===== src/rtl/femto_lsu_pkg.sv =====
// Shared types and constants for the femto load/store unit.
// The funct3 constants are also used by the core decoder.
package femto_lsu_pkg;

  typedef enum logic [1:0] {
    LSU_IDLE   = 2'd0,
    LSU_ACCESS = 2'd1,
    LSU_RESP   = 2'd2
  } lsu_state_e;

  localparam logic [1:0] SZ_B = 2'b00;
  localparam logic [1:0] SZ_H = 2'b01;
  localparam logic [1:0] SZ_W = 2'b10;

  localparam logic [2:0] F3_LB  = 3'b000;
  localparam logic [2:0] F3_LH  = 3'b001;
  localparam logic [2:0] F3_LW  = 3'b010;
  localparam logic [2:0] F3_LBU = 3'b100;
  localparam logic [2:0] F3_LHU = 3'b101;
  localparam logic [2:0] F3_SB  = 3'b000;
  localparam logic [2:0] F3_SH  = 3'b001;
  localparam logic [2:0] F3_SW  = 3'b010;

  localparam int NUM_LANES = 4;
  localparam int VEC_W     = 8;

  typedef struct packed {
    logic        store;
    logic [2:0]  funct3;
    logic [31:0] addr;
    logic [31:0] wdata;
  } lsu_req_t;

  function automatic logic [31:0] word_addr(input logic [31:0] a);
    return {a[31:2], 2'b00};
  endfunction

endpackage


===== src/rtl/femto_lsu_lane_align.sv =====
// Byte-lane steering: request legality, store mask/replication and
// load shift with sign/zero extension. Purely combinational.
module lsu_lane_align
  import femto_lsu_pkg::*;
(
  input  logic        store,
  input  logic [2:0]  funct3,
  input  logic [1:0]  off,
  input  logic [31:0] wdata,
  input  logic [31:0] rdata,
  output logic        illegal,
  output logic        misaligned,
  output logic [3:0]  wmask,
  output logic [31:0] wdata_rep,
  output logic [31:0] rdata_ext
);
  logic [1:0]                          size;
  logic [NUM_LANES-1:0][VEC_W-1:0]     lanes;
  logic [31:0]                         shifted;
  logic                                sext;

  assign size    = funct3[1:0];
  assign illegal = (size == 2'b11) || (store && funct3[2]);

  always_comb begin
    misaligned = 1'b0;
    wmask      = 4'b0000;
    case (size)
      SZ_B: wmask = 4'b0001 << off;
      SZ_H: begin
        misaligned = off[0];
        wmask      = 4'b0011 << {off[1], 1'b0};
      end
      SZ_W: begin
        misaligned = |off;
        wmask      = 4'b1111;
      end
      default: ;
    endcase
    if (!store) wmask = 4'b0000;
  end

  // Each lane picks the store byte it would carry for the given size, so the
  // memory sees the right byte regardless of which lanes are enabled.
  for (genvar i = 0; i < NUM_LANES; i++) begin : g_lane
    assign lanes[i] = (size == SZ_B) ? wdata[VEC_W-1:0] :
                      (size == SZ_H) ? wdata[(i%2)*VEC_W +: VEC_W] :
                                       wdata[i*VEC_W +: VEC_W];
  end
  assign wdata_rep = lanes;

  assign shifted = rdata >> {off, 3'b000};
  assign sext    = ~funct3[2];

  always_comb begin
    case (size)
      SZ_B:    rdata_ext = {{24{sext & shifted[7]}},  shifted[7:0]};
      SZ_H:    rdata_ext = {{16{sext & shifted[15]}}, shifted[15:0]};
      default: rdata_ext = shifted;
    endcase
  end

endmodule


===== src/rtl/femto_lsu.sv =====
// Single-outstanding load/store unit: accept, one handshaked memory word
// access with timeout, then a one-cycle response pulse.
module femto_lsu
  import femto_lsu_pkg::*;
#(
  parameter int TIMEOUT = 15
) (
  input  logic        clk,
  input  logic        reset,
  input  logic        req_valid,
  output logic        req_ready,
  input  logic        req_store,
  input  logic [2:0]  req_funct3,
  input  logic [31:0] req_addr,
  input  logic [31:0] req_wdata,
  output logic        rsp_valid,
  output logic [31:0] rsp_rdata,
  output logic        rsp_err,
  output logic        mem_valid,
  input  logic        mem_ready,
  output logic [31:0] mem_addr,
  output logic [3:0]  mem_wmask,
  output logic [31:0] mem_wdata,
  input  logic [31:0] mem_rdata
);
  localparam logic [7:0] WAIT_LAST = 8'(TIMEOUT - 1);

  lsu_state_e  state;
  lsu_req_t    req_q;
  lsu_req_t    cur;
  logic [7:0]  wait_cnt;

  logic        illegal, misaligned;
  logic [3:0]  wmask;
  logic [31:0] wdata_rep, rdata_ext;

  // In IDLE the aligner looks at the live request; afterwards at the latched one.
  always_comb begin
    cur = req_q;
    if (state == LSU_IDLE) cur = '{req_store, req_funct3, req_addr, req_wdata};
  end

  lsu_lane_align u_align (
    .store      (cur.store),
    .funct3     (cur.funct3),
    .off        (cur.addr[1:0]),
    .wdata      (cur.wdata),
    .rdata      (mem_rdata),
    .illegal    (illegal),
    .misaligned (misaligned),
    .wmask      (wmask),
    .wdata_rep  (wdata_rep),
    .rdata_ext  (rdata_ext)
  );

  always_ff @(posedge clk) begin
    if (reset) begin
      state     <= LSU_IDLE;
      req_q     <= '0;
      wait_cnt  <= '0;
      req_ready <= 1'b1;
      rsp_valid <= 1'b0;
      rsp_err   <= 1'b0;
      rsp_rdata <= '0;
      mem_valid <= 1'b0;
      mem_addr  <= '0;
      mem_wmask <= '0;
      mem_wdata <= '0;
    end else begin
      case (state)
        LSU_IDLE: begin
          if (req_valid) begin
            req_q     <= cur;
            req_ready <= 1'b0;
            if (illegal || misaligned) begin
              state     <= LSU_RESP;
              rsp_valid <= 1'b1;
              rsp_err   <= 1'b1;
              rsp_rdata <= '0;
            end else begin
              state     <= LSU_ACCESS;
              wait_cnt  <= '0;
              mem_valid <= 1'b1;
              mem_addr  <= word_addr(cur.addr);
              mem_wmask <= wmask;
              mem_wdata <= wdata_rep;
            end
          end
        end
        LSU_ACCESS: begin
          if (mem_ready) begin
            state     <= LSU_RESP;
            mem_valid <= 1'b0;
            mem_wmask <= '0;
            rsp_valid <= 1'b1;
            rsp_err   <= 1'b0;
            rsp_rdata <= req_q.store ? '0 : rdata_ext;
          end else if (wait_cnt == WAIT_LAST) begin
            state     <= LSU_RESP;
            mem_valid <= 1'b0;
            mem_wmask <= '0;
            rsp_valid <= 1'b1;
            rsp_err   <= 1'b1;
            rsp_rdata <= '0;
          end else if (wait_cnt != 8'hFF) begin
            wait_cnt <= wait_cnt + 8'd1;
          end
        end
        LSU_RESP: begin
          state     <= LSU_IDLE;
          rsp_valid <= 1'b0;
          rsp_err   <= 1'b0;
          rsp_rdata <= '0;
          req_ready <= 1'b1;
        end
        default: begin
          state     <= LSU_IDLE;
          req_ready <= 1'b1;
          mem_valid <= 1'b0;
          mem_wmask <= '0;
          rsp_valid <= 1'b0;
        end
      endcase
    end
  end

endmodule

===== config.mk =====
export PLATFORM = sky130hd
export DESIGN_NAME = femto_lsu
export DESIGN_NICKNAME = d
export VERILOG_FILES = /design/src/rtl/femto_lsu_pkg.sv /design/src/rtl/femto_lsu_lane_align.sv /design/src/rtl/femto_lsu.sv
export SDC_FILE = /design/constraint.sdc
export NUM_CORES = 1
export LEC_CHECK = 0
export BUFFER_PORTS_ARGS = -buffer_cell sky130_fd_sc_hd__buf_2
export CORE_ASPECT_RATIO = 0.6
export CORE_MARGIN = 2
export CORE_UTILIZATION = 50
export DETAILED_ROUTE_END_ITERATION = 10
export PLACE_DENSITY_LB_ADDON = 0.25
export RECOVER_POWER = 50
export SLEW_MARGIN = 25
export SYNTH_ARGS = -nofsm -noshare
export SYNTH_HDL_FRONTEND = slang
export SYNTH_HIERARCHICAL = 1
export SYNTH_SLANG_ARGS = --single-unit

===== constraint.sdc =====
create_clock -name clk -period 4.55 [get_ports clk]
set_input_delay 0.455 -clock clk [delete_from_list [all_inputs] [get_ports clk]]
set_output_delay 0.455 -clock clk [all_outputs]
set_load 0.02 [all_outputs]

==> summary.txt <==
Design area: 8550 um2
Mapped Area: 7160 um2
Largest net degree at the start of global routing: 70
Initial antenna violation count: 2
TNS Setup: 0 ns
Yosys warnings: 6
Delay-heaviest family, CP: simple AND/OR/NAND/NOR gates
Dominant synthesized flop cell: dfxtp_1
Gr usage total: 0.266
Die ar.: 15,300 um2
First-pass detailed-route iteration total: 5
Core area: 13,800 um2
Die width: 158 um
HP Start: req_addr[17]
Post-CTS setup repair buffer count: 0
Ports: 208
Asr flop ratio synth: 0
Crit path max-delay cell type: nor3b_1
Post-synthesis instance total: 868
Gpl congestion: 0.911
Clk buf depth: 2
Clock Skews: 0.0111 ns
# rows: 33
Gr busiest metal: met1
Post-layout instance count excluding filler cells: 1,231
RSZ-0062 raised after global routing: no
H-tree lvl count: 4
Ranking of synthesized cells by area: dfxtp_1 42%, nand2_1 12%, mux2_2 9.1%
Initial core utilization: 0.517
Status: complete, but fails checks
Crit path buf inv count: 1
Placed Area: 8120 um2
WP data required: 4.86 ns
Hold WC Path Type: in -> reg
Post-synthesis sequential area ratio: 0.420
Final Worst Setup Slack: 0.603 ns
Avg WL per Cell: 16.9 um
Post-synth EDFFs: 0
Peak supply drop: 0.000399 V
Worst Setup Start Kind: register
Crit path DAT: 4.26 ns
CP max FO: 27
Total power: 5870 uW
Worst-margin pin slew: 2.01 ns
RR Startpoint: state[1]
Cell Chain, Critical Path: nor3b_1 > clkbuf_1 > a211oi_1 > a221o_1 > a32o_1
Leak: 0.00333 uW
Hold EP: mem_addr[17]
Placed Cells: 1,197
GRT met1 Usage: 0.438
Global-route wire length before repair: 32.2 mm
CTS buffer count: 17
R2R Path End: wait_cnt[3]
Setup slack after placement: 0.926 ns
Post-DP HPWL: 14.4 mm
Final Cycle Share: 0.867
Sinks on Clock Net: 150
DR vias/cell: 5.56
Endpoints failing setup: 0
FILL cells: 1,298
Fmax: 0.253 GHz
Most common cell after layout, fill and taps aside: nand2_1
Clock Pin Slew Worst Setup and Hold Paths: 0.07 ns
CTS tree: done
GR Layer Usage met2: 0.337
Vias in the first global route: 5,885
Drt total wl: 20.8 mm
GR Overflow Total: 0
Drt drc: 0
Slew margin rel.: -0.345
Worst path max stage delay: 1.61 ns
Yosys top cell by area: dfxtp_1
Proportion of layout cells with a drive suffix above 1: 0.208
# hold bufs at CTS: 0
Register area: 3000 um2
Area grow syn2layout: 19.5%
Worst Setup Path Type: reg -> reg
Post-cts sizing count: 0
Vias: 6,849
Max-cap violations: 1
Top cell type's share of synthesized area: 0.420
Worst setup EP type: register
Avg Cell Area, Syn: 8.24 um2
R2r setup slk: 0.60 ns
Tmin final: 3.95 ns
DRT antenna net count: 0
Final Hold Viols: 0
P per Cell Area: 686 nW/um2
Met3 Usage GRT: 0.0659
Port-buffer cells: 205
Skew-Pair Late Insertion Delay: 0.42 ns
Slew Viols, Final: 16
Footprint of the multi-input gates: 3690 um2
DRT iter0 DRCs: 777
Height of the die: 96.7 um
Most frequent cells in the layout: 237 x nand2_1, 150 x dfxtp_1, 117 x a21oi_1
Hold path depth: 3
Worst Reg-to-Reg Cells: 5
CTS Root Cell: clkbuf_16
Violated checks: capacitance limit, slew limit
Nets: 1,134
Count of unique library cells instantiated by Yosys: 57
Synth Register Bits: 150
## worst reg2reg max path, cell delays in order (launching register included)
cell and delay [ns]:
dfxtp_1 0.42, nor3b_1 1.61, clkbuf_1 1.04, a211oi_1 0.20, a221o_1 0.31, a32o_1 0.25
## cell families after synthesis
family,Yosys count,share of synthesized area
AND/OR/NAND/NOR,296,0.176
buffers and inverters,99,0.0692
flip-flops,150,0.420
other,1,0.000524
multiplexers,73,0.112
AO/OA/AOI/OAI,243,0.211
adder cells (fa/ha/maj),6,0.0105
## per-stage QoR
step / hold slack [ns] / util
floorplan: 0.434 / -
global placement: 0.439 / 0.587
detailed placement: 0.443 / 0.587
CTS: 0.259 / 0.628
global route: 0.270 / 0.618
finish: 0.266 / 0.618
## routing by layer
layer | routed length, um | vias to the layer above
li1 | - | 3299
met1 | 10200 | 3194
met2 | 8130 | 331
met3 | 2280 | 23
met4 | 214 | 2
met5 | 13 | -
## flip-flops by register name, indices dropped and copies added, names as in the netlist, 2 cells and up
register   count
mem_wmask      4
state          2
mem_wdata     32
wait_cnt       8
mem_addr      30
rsp_rdata     32
req_q         38
## worst max path at each step
| stage | start | endpoint | slack (ns) | cells past startpoint |
|---|---|---|---|---|
| after CTS | state[1] | mem_addr[30] | 0.90 | 9 |
| after detailed placement | state[1] | mem_addr[30] | 0.93 | 9 |
| after floorplan | state[1] | mem_addr[10] | 1.31 | 16 |
| final | state[1] | wait_cnt[3] | 0.60 | 5 |
| after global placement | state[1] | mem_wdata[3] | 1.06 | 9 |
| after global routing | state[1] | wait_cnt[3] | 0.37 | 5 |
## synth_stat cells (all sizes together) (14+ instances only)
library cell,count
buf,44
dfxtp,150
nand2,238
clkbuf,36
a22o,32
o21ai,49
mux2,58
a21oi,118
inv,19
o211ai,16
mux2i,15
nor2,14
## power by group
group          internal, uW  switching [uW]
sequential             1580             154
clock                   768             606
combinational           942            1810
## final cells by class
class | count | area share
Antenna cell | 2 | 0.000585
Clock inverter | 14 | 0.0161
Sequential cell | 150 | 0.351
Multi-Input combinational cell | 620 | 0.431
Tap cell | 192 | 0.0281
Timing Repair Buffer | 216 | 0.115
Inverter | 19 | 0.00834
Clock buffer | 18 | 0.0502
No activity file was read; power rests on OpenSTA's default activity.
